===== src/rtl/urv_dmem_wb_bridge.sv =====
// Responder for the uRV data-memory port: turns execute-stage load/store strobes into
// single-beat Wishbone classic cycles, with ack/err/timeout termination.
module urv_dmem_wb_bridge #(
   parameter int unsigned TIMEOUT = 255,
   parameter int unsigned TO_BITS = 8
) (
   input  logic        clk_i,
   input  logic        rst_i,
   input  logic [31:0] dm_addr_i,
   input  logic [31:0] dm_data_s_i,
   input  logic [3:0]  dm_data_select_i,
   input  logic        dm_load_i,
   input  logic        dm_store_i,
   output logic        dm_ready_o,
   output logic [31:0] dm_data_l_o,
   output logic        dm_load_done_o,
   output logic        dm_store_done_o,
   output logic        bus_error_o,
   output logic [31:0] wb_adr_o,
   output logic [31:0] wb_dat_o,
   output logic [3:0]  wb_sel_o,
   output logic        wb_we_o,
   output logic        wb_cyc_o,
   output logic        wb_stb_o,
   input  logic [31:0] wb_dat_i,
   input  logic        wb_ack_i,
   input  logic        wb_err_i
);

   typedef enum logic {
      ST_IDLE = 1'b0,
      ST_BUS  = 1'b1
   } state_t;

   state_t              r_state;
   state_t              w_state_nxt;
   logic [TO_BITS-1:0]  r_cnt;
   logic [TO_BITS-1:0]  w_cnt_nxt;
   logic [31:0]         w_adr_nxt;
   logic [31:0]         w_dat_nxt;
   logic [3:0]          w_sel_nxt;
   logic                w_we_nxt;
   logic                w_cyc_nxt;
   logic [31:0]         w_data_l_nxt;
   logic                w_load_done_nxt;
   logic                w_store_done_nxt;
   logic                w_bus_error_nxt;
   logic                w_timeout;

   assign dm_ready_o = (r_state == ST_IDLE);
   assign wb_stb_o   = wb_cyc_o;
   assign w_timeout  = (r_cnt == TO_BITS'(TIMEOUT));

   // Next-state and next-output decode
   always_comb begin
      w_state_nxt      = r_state;
      w_cnt_nxt        = r_cnt;
      w_adr_nxt        = wb_adr_o;
      w_dat_nxt        = wb_dat_o;
      w_sel_nxt        = wb_sel_o;
      w_we_nxt         = wb_we_o;
      w_cyc_nxt        = wb_cyc_o;
      w_data_l_nxt     = dm_data_l_o;
      w_load_done_nxt  = 1'b0;
      w_store_done_nxt = 1'b0;
      w_bus_error_nxt  = 1'b0;

      case (r_state)
         ST_IDLE: begin
            // A simultaneous load is dropped: the store takes the bus
            if (dm_load_i || dm_store_i) begin
               w_adr_nxt   = dm_addr_i;
               w_dat_nxt   = dm_data_s_i;
               w_sel_nxt   = dm_data_select_i;
               w_we_nxt    = dm_store_i;
               w_cyc_nxt   = 1'b1;
               w_cnt_nxt   = '0;
               w_state_nxt = ST_BUS;
            end
         end
         ST_BUS: begin
            if (wb_ack_i) begin
               w_cyc_nxt   = 1'b0;
               w_we_nxt    = 1'b0;
               w_state_nxt = ST_IDLE;
               if (wb_we_o) begin
                  w_store_done_nxt = 1'b1;
               end else begin
                  w_load_done_nxt = 1'b1;
                  w_data_l_nxt    = wb_dat_i;
               end
            end else if (wb_err_i || w_timeout) begin
               w_cyc_nxt       = 1'b0;
               w_we_nxt        = 1'b0;
               w_state_nxt     = ST_IDLE;
               w_bus_error_nxt = 1'b1;
               if (wb_we_o) begin
                  w_store_done_nxt = 1'b1;
               end else begin
                  w_load_done_nxt = 1'b1;
                  w_data_l_nxt    = 32'h0;
               end
            end else if (r_cnt != '1) begin
               w_cnt_nxt = r_cnt + TO_BITS'(1);
            end
         end
         default: w_state_nxt = ST_IDLE;
      endcase
   end

   // State and output registers
   always_ff @(posedge clk_i) begin
      if (rst_i) begin
         r_state         <= ST_IDLE;
         r_cnt           <= '0;
         wb_adr_o        <= '0;
         wb_dat_o        <= '0;
         wb_sel_o        <= '0;
         wb_we_o         <= 1'b0;
         wb_cyc_o        <= 1'b0;
         dm_data_l_o     <= '0;
         dm_load_done_o  <= 1'b0;
         dm_store_done_o <= 1'b0;
         bus_error_o     <= 1'b0;
      end else begin
         r_state         <= w_state_nxt;
         r_cnt           <= w_cnt_nxt;
         wb_adr_o        <= w_adr_nxt;
         wb_dat_o        <= w_dat_nxt;
         wb_sel_o        <= w_sel_nxt;
         wb_we_o         <= w_we_nxt;
         wb_cyc_o        <= w_cyc_nxt;
         dm_data_l_o     <= w_data_l_nxt;
         dm_load_done_o  <= w_load_done_nxt;
         dm_store_done_o <= w_store_done_nxt;
         bus_error_o     <= w_bus_error_nxt;
      end
   end

endmodule


===== config.mk =====
export PLATFORM = sky130hd
export DESIGN_NAME = urv_dmem_wb_bridge
export DESIGN_NICKNAME = d
export VERILOG_FILES = /design/src/rtl/urv_dmem_wb_bridge.sv
export SDC_FILE = /design/constraint.sdc
export NUM_CORES = 1
export LEC_CHECK = 0
export ABC_AREA = 0
export CAP_MARGIN = 20
export CORE_ASPECT_RATIO = 1.75
export CORE_UTILIZATION = 35
export DETAILED_ROUTE_END_ITERATION = 10
export PLACE_DENSITY = 0.77
export SLEW_MARGIN = 20
export SYNTH_ARGS = -nofsm -noshare
export SYNTH_HDL_FRONTEND = slang
export SYNTH_SLANG_ARGS = --single-unit

===== constraint.sdc =====
create_clock -name clk_i -period 1.8 [get_ports clk_i]
set_input_delay 0.18 -clock clk_i [delete_from_list [all_inputs] [get_ports clk_i]]
set_output_delay 0.18 -clock clk_i [all_outputs]
set_load 0.005 [all_outputs]

### Yosys cells after proc, flatten, opt, wreduce, memory -nomap -nowiden

Index checks and enable logic that the tools add are counted.

* add/subtract/negate cells: 1
* multiply operators: 0
* div/mod/pow operators: 0
* order comparisons: 0
* eq/ne operators: 9
* shift-type cells: 0
* mux-type cells: 26
* bitwise gates (word level): 1
* reduce and logical (&&, ||, !) cells: 9

Operator list (number)
* $mux W32: 4
* $mux W8: 4
* $pmux W8 S2: 1
* $mux W1: 14
* $add A8 B1 Y8 const B: 1
* $eq A8 B8 Y1 const B: 1
* $ne A2 B2 Y1 const B: 4
* $ne A8 B8 Y1 const B: 1
* $reduce_and A4 Y1: 2
* $pmux W1 S2: 3
* $ne A2 B1 Y1 const B: 2
* $reduce_and A2 Y1: 2
* $ne A3 B2 Y1 const B: 1
* $reduce_or A3 Y1: 1
* $logic_or A1 B1 Y1: 2
* $reduce_bool A2 Y1: 1
* $reduce_or A2 Y1: 1
* $not A1 Y1: 1

* register bits after elaboration: 114
* latch bits: 0
* bits in writable memories: 0
* ROM bits: 0
* bits of input ports: 106
* output and inout port bits: 107
* logic and storage cells: 57
* memories: 0

### Longest topological paths before layout

Gate-level depths: netlist of the first run.

* word-level depth: 5
* depth in mapped cells: 8
* mapped depth without buffers: 5

### Worst setup path after synthesis of the first run

OpenSTA, ideal clock, no wires.

* path type: flip-flop to flip-flop
* start: register r_cnt[0]
* end: register dm_data_l_o[10]
* library setup time: 142 ps
* arrival: 1446 ps
* required time: 1658 ps
* slack: 212 ps
* cell stages (with the launch flop): 6
* path buffers: 1
* period minus slack after synthesis: 1588 ps
* path through: dfxtp_1 > ha_1 > nand3_1 > o21ai_2 > clkbuf_1 > a311oi_1

* longest elaborated chain between the ends: 4
* elaborated cells on any way between the ends: 5
* those cells by class: eq/ne (2); reduce/logical (3)

RTL lines
* start, declared: line 37 `logic [TO_BITS-1:0] r_cnt;`
* start signal, assigned: line 127 `r_cnt <= w_cnt_nxt;`
* $eq A8 B8 Y1 (*): line 52 `assign w_timeout = (r_cnt == TO_BITS'(TIMEOUT));`
* $logic_or A1 B1 Y1 (*): line 92 `end else if (wb_err_i || w_timeout) begin`
* $ne A2 B2 Y1 (no line) or $reduce_bool A2 Y1 (tied branches)
* $reduce_and A4 Y1 (no line) (*)
* end signal, assigned: line 133 `dm_data_l_o <= w_data_l_nxt;`
* end, declared: line 15 `output logic [31:0] dm_data_l_o,`

Mark *: on every way between the ends. The rest lies on a longest branch, timed or not.
A chain may end at the register's enable or synchronous reset.

### Worst setup path in the final report of the first run

* start: register r_cnt[0]
* end: register r_cnt[5]

* longest elaborated chain between the ends: 5
* elaborated cells on any way between the ends: 11
* those cells by class: add/sub (1); eq/ne (4); mux (4); reduce/logical (2)

RTL lines
* $add A8 B1 Y8: line 104 `w_cnt_nxt = r_cnt + TO_BITS'(1);`
* $mux W8: line 103 `end else if (r_cnt != '1) begin`
* $mux W8: line 92
* $mux W8: line 82 `if (wb_ack_i) begin`
* $pmux W8 S2: line 68 `case (r_state)`

Several ways; a longest one is shown, not always the timed one. The select of a mux whose other input is x is not followed.

==> impl_metrics.tcl, run 1 <==
set metrics [dict create \
    io_pins 213 \
    synth.area.mux_share_pct 0 \
    drtIter0Drc 132 \
    synth_top_family_by_area "compound AO/OA/AOI/OAI gates" \
    synthAdderAreaFrac_pct 0.290 \
    tns_ns 0 \
    dieArea_sq_um 12800 \
    dieWidth_um 86.0 \
    area_growth_pct 65.8 \
    drt_wl_total_um 12600 \
    n_antenna_cell 0 \
    synthSimpleGateAreaFrac_pct 19.7 \
    cp.required_ns 2.12 \
    cts_sinks 114 \
    vdd_drop_max_mv 0.656 \
    tritoncts "done" \
    area.sequential_sq_um 2280 \
    critPathKind "reg -> reg" \
    layout_setup_ws_ns 0.142 \
    cts_made_buffers 17 \
    finalHoldViolCount 0 \
    drc_errors 0 \
    synth_compound_area_share_pct 20.8 \
    crit_path_end_kind "register" \
    dpl.hpwl_um 9020 \
    ys_seq_elements 114 \
    nFillCells 1044 \
    layout_common_cells "clkdlybuf4s50_1 (211), nand2_1 (171), dfxtp_1 (114)" \
    synth_fp_nets 625 \
    rsz0062_at_grt "no" \
    syn_inst 518 \
    drtAntennaViolNets 0 \
    clk_pin_slew_ns 0.05 \
    outcome "completed" \
    ys_top_cells_by_area "dfxtp_1 (53%), nand2_1 (15%), a21oi_1 (12%)" \
    worstSetupStartpoint "r_cnt[0]" \
    synth.avg_cell_area_sq_um 8.34 \
    hp-start "rst_i" \
    antenna_found_initial 0 \
    ys_warn_count 0 \
    clock-root-buffer "clkbuf_16" \
    port_buffers 212 \
    core_area_sq_um 12000 \
    post_cts_buffers 0 \
    cellPowerDensity_nw_per_um2 979 \
    drtPass1Iterations 5 \
    period_needed_ns 1.66 \
    yosys.area.top_type "dfxtp_1" \
    worstSkewPairLatency_ns 0.40 \
    synth_xor_area_share_pct 0.406 \
    wl_per_cell_um 14.1 \
    maxSlewViolCount 0 \
    synth_ff_type "dfxtp_1" \
    worstReg2RegStart "r_cnt[0]" \
    finalNonFillerCells 896 \
    leakagePower_nw 2.56 \
    cp_max_fo 6 \
    synthArstFlopShare_pct 0 \
    drive_gt1_share_pct 7.39 \
    first_global_vias 4253 \
    multi_input_area_sq_um 1800 \
    setup_viol_count_final 0 \
    via_per_inst 4.92 \
    grt_pass1_wl_um 19800 \
    clk_path_buf_depth 2 \
    tightest_slew_ns 0.535 \
    ctsHtreeMaxLevel 4 \
    syn_area_sq_um 4320 \
    chipHeight_um 149 \
    pre_cts_ws_ns 0.0301 \
    finalClockSkew_ns 0.0101 \
    ys_types 32 \
    place_congestion 0.782 \
    ys_seq_area_share_pct 52.9 \
    placed_area_sq_um 6580 \
    worstPathArrival_ns 1.97 \
    grt_usage_pct 19.7 \
    grt_max_degree 76 \
    max_freq_mhz 603 \
    fin_crit_sh_pct 92.1 \
    maxCapViolCount 0 \
    grt-ovfl-total 0 \
    initial_core_util_pct 36.0 \
    layout_commonest_cell "clkdlybuf4s50_1" \
    yosys.area.top_type_share_pct 52.9 \
    via_count 4404 \
    max_slew_margin_pct 64.3 \
    whs_ns 0.273 \
    std_cell_rows 53 \
    final_cell_area_sq_um 7160 \
    dp_cells 864 \
    start_kind "register" \
    synth_edf_count 0 \
    nNetsFinal 825 \
    hold_path_class "in -> reg" \
]
## area by class of cell
class,instances,share of cell area (%)
clock buffer,19,6.19
clock inverter,13,1.92
inverter,1,0.0524
multi-input combinational,358,25.1
sequential,114,31.9
tap,165,2.88
timing repair buffer,226,31.9
## synth_stat cells, types with 3 or more instances
| master | number |
|---|---|
| a21oi_1 | 102 |
| o211ai_1 | 3 |
| dfxtp_1 | 114 |
| a31oi_1 | 4 |
| a311oi_1 | 32 |
| buf_6 | 9 |
| clkbuf_1 | 27 |
| buf_2 | 7 |
| nor2_1 | 6 |
| nor3_1 | 3 |
| nand3_1 | 13 |
| nand2_1 | 171 |
## routing by layer
| layer | vias to the layer above | share of wire, % | track usage [%] | wire, um |
|---|---|---|---|---|
| li1 | 2202 | - | - | - |
| met1 | 2016 | 36 | 19.6 | 4530 |
| met2 | 161 | 55 | 36.5 | 6950 |
| met3 | 25 | 6.3 | 5.59 | 790 |
| met4 | 0 | 2.9 | 9.75 | 371 |
| met5 | - | 0 | 0 | 0 |
## worst max-delay path, stage by stage, from the launching register on
cell,delay (ns)
dfxtp_1,0.35
ha_1,0.26
nand3_1,0.22
o21ai_2,0.11
or4_1,0.47
a31oi_1,0.17
## where the power goes
group | internal [mW] | switching (mW) | leakage, nW
Combinational | 0.599 | 0.439 | 1.35
Sequential | 2.67 | 0.0770 | 0.935
Clock | 2.07 | 1.15 | 0.279
Total | 5.34 | 1.67 | 2.56
## cell families (layout without fill, tap and decap cells)
family | Yosys count | count (layout)
compound gates | 149 | 149
xor+xnor | 2 | 2
fa+ha+maj | 1 | 1
buf+inv | 46 | 259
flops | 114 | 114
simple gates | 206 | 206
## registers in the layout, indices dropped and copies added, names as in the netlist, 4 cells and up
signal	count
dm_data_l_o	32
wb_adr_o	32
wb_dat_o	32
r_cnt	8
wb_sel_o	4
## repair_timing
| item | CTS | global route |
|---|---|---|
| gates resized for setup | 0 | 1 |
| setup endpoints to repair | 0 | 1 |
| hold buffers | 0 | 0 |
## stage by stage
step | util (%) | power (mW)
after floorplan | - | 3.20
final | 59.6 | 7.01
after global placement | 54.8 | 3.82
after detailed placement | 54.8 | 3.85
after global routing | 59.6 | 7.33
after CTS | 59.6 | 7.09
## worst paths after layout
path              cells past startpoint      endpoint  slack [ns]
setup / recovery                      5      r_cnt[5]        0.14
hold / removal                        2  wb_adr_o[16]        0.27
setup reg to reg                      5      r_cnt[5]        0.14
hold reg to reg                       2  wb_dat_o[14]        0.45
No activity file was read; power rests on OpenSTA's default activity.
==> run 2: changes to the inputs <==
RECOVER_POWER = 100   (was not set)
==> run 2 against run 1 <==
Clock skew hardly changed. Register-to-register slack hardly changed. Clock-buffer cell count stayed put. Combinational power is 6% lower. Global-route usage stayed put. Design area is 0.17% lower. Final cell count stayed put. Non-clock buffer count stayed put. Total power is 0.92% lower. Critical path type unchanged. Critical endpoint unchanged. Largest cell class is now flip-flops and latches. Largest power group unchanged.
==> impl_metrics.tcl, run 2 (synthesized netlist as in run 1, its figures left out) <==
set metrics [dict create \
    drive_gt1_share_pct 7.25 \
    layout_setup_ws_ns 0.143 \
    reg_top3 "dm_data_l_o: 32 flops, wb_adr_o: 32 flops, wb_dat_o: 32 flops" \
    maxSlewViolCount 0 \
    first_global_vias 4253 \
    finalNonFillerCells 896 \
    worstSetupStartpoint "r_cnt[0]" \
    crit_path_end_kind "register" \
    drtAntennaViolNets 0 \
    core_area_sq_um 12000 \
    via_per_inst 4.91 \
    finalHoldViolCount 0 \
    internal-power_mw 5.28 \
    fin_crit_sh_pct 92.1 \
    tritoncts "done" \
    wl_per_cell_um 14.1 \
    period_needed_ns 1.66 \
    finalClockSkew_ns 0.0100 \
    layout_commonest_cell "nand2_1" \
    io_pins 213 \
    drc_errors 0 \
    layout_common_cells "nand2_1 (171), dfxtp_1 (114), dlygate4sd3_1 (106)" \
    place_congestion 0.782 \
    cp.required_ns 2.12 \
    cp_max_fo 6 \
    n_antenna_cell 0 \
    clock-root-buffer "clkbuf_16" \
    nNetsFinal 825 \
    critPathKind "reg -> reg" \
    post_cts_buffers 0 \
    outcome "completed" \
    worstRegToRegCells 5 \
    dpl.hpwl_um 9020 \
    tightest_slew_ns 0.556 \
    clk_pin_slew_ns 0.05 \
    fin_util_pct 59.5 \
    hp-start "rst_i" \
    max_freq_mhz 603 \
    clk_path_buf_depth 2 \
    port_buffers 212 \
    p_switching_mw 1.66 \
    combPwrFrac_pct 14.1 \
    maxCapViolCount 0 \
    seqPwrFrac_pct 39.5 \
    cellPowerDensity_nw_per_um2 971 \
    grt_pass1_wl_um 19800 \
    via_count 4396 \
    setup_viol_count_final 0 \
    start_kind "register" \
    drt_wl_total_um 12600 \
    tns_ns 0 \
    pre_cts_ws_ns 0.0301 \
    grt_usage_pct 19.7 \
    area_growth_pct 65.5 \
    holdBufCountCts 0 \
    rsz0062_at_grt "no" \
    netSwitchingFraction_pct 23.9 \
    power.share.clock_pct 46.4 \
    drtPass1Iterations 5 \
    dp_cells 864 \
    hold_path_depth 2 \
    chipHeight_um 149 \
    cts_sinks 114 \
    dieWidth_um 86.0 \
    vdd_drop_max_mv 0.654 \
    antenna_found_initial 0 \
    grt-ovfl-total 0 \
    max_slew_margin_pct 62.9 \
    worstPathArrival_ns 1.97 \
    worstReg2RegStart "r_cnt[0]" \
    initial_core_util_pct 36.0 \
    drtIter0Drc 137 \
    ctsHtreeMaxLevel 4 \
    worstSkewPairLatency_ns 0.40 \
    leakagePower_nw 2.85 \
    cts.repair.resized 0 \
    cts_made_buffers 17 \
    hold_path_class "in -> reg" \
    dieArea_sq_um 12800 \
    std_cell_rows 53 \
    grt_max_degree 76 \
]
run 2: final timing paths:
check	to	slack, ns
worst max-delay path	r_cnt[5]	0.14
worst min-delay path	wb_adr_o[28]	0.27
worst max register to register	r_cnt[5]	0.14
worst min register to register	wb_dat_o[14]	0.45
run 2: stage by stage:
| stage | power (mW) | instance area, sq um | hold WS (ns) |
|---|---|---|---|
| 2_1_floorplan | 3.20 | 4320 | 0.258 |
| 3_3_place_gp | 3.82 | 6580 | 0.442 |
| 3_5_place_dp | 3.85 | 6580 | 0.449 |
| 4_1_cts | 7.09 | 7160 | 0.267 |
| 5_1_grt | 7.26 | 7150 | 0.275 |
| 6_report | 6.94 | 7150 | 0.272 |
run 2: power groups by stage:
stage	registers, mW	logic [mW]	clock network, mW
global placement	2.80	1.02	0
global route	2.76	1.07	3.43
finish	2.74	0.979	3.22
CTS	2.75	1.05	3.29
detailed placement	2.80	1.04	0
floorplan	2.81	0.389	0
run 2: final cells by class:
type | count | area, sq um
clock buffers | 19 | 443
clock inverters | 13 | 138
fillers | 1044 | 4860
inverters | 1 | 3.75
multi-input cells | 358 | 1800
flip-flops and latches | 114 | 2280
well taps | 165 | 206
repair buffers | 226 | 2270
run 2: worst max-delay path, stage by stage (launching register included):
cell,delay [ns]
dfxtp_1,0.35
ha_1,0.26
nand3_1,0.22
o21ai_2,0.11
or4_1,0.47
a31oi_1,0.17
run 2: per-layer routing:
metal	vias to the layer above	wire length [um]	track usage (%)
li1	2206	-	-
met1	2003	4510	19.6
met2	162	6950	36.5
met3	25	783	5.59
met4	0	371	9.75
met5	-	0	0
==> run 3: changes to the inputs <==
CAP_MARGIN = 25   (was 20)
==> results of run 3 <==
The final DEF is identical to that of run 2; final timing and power are the same.
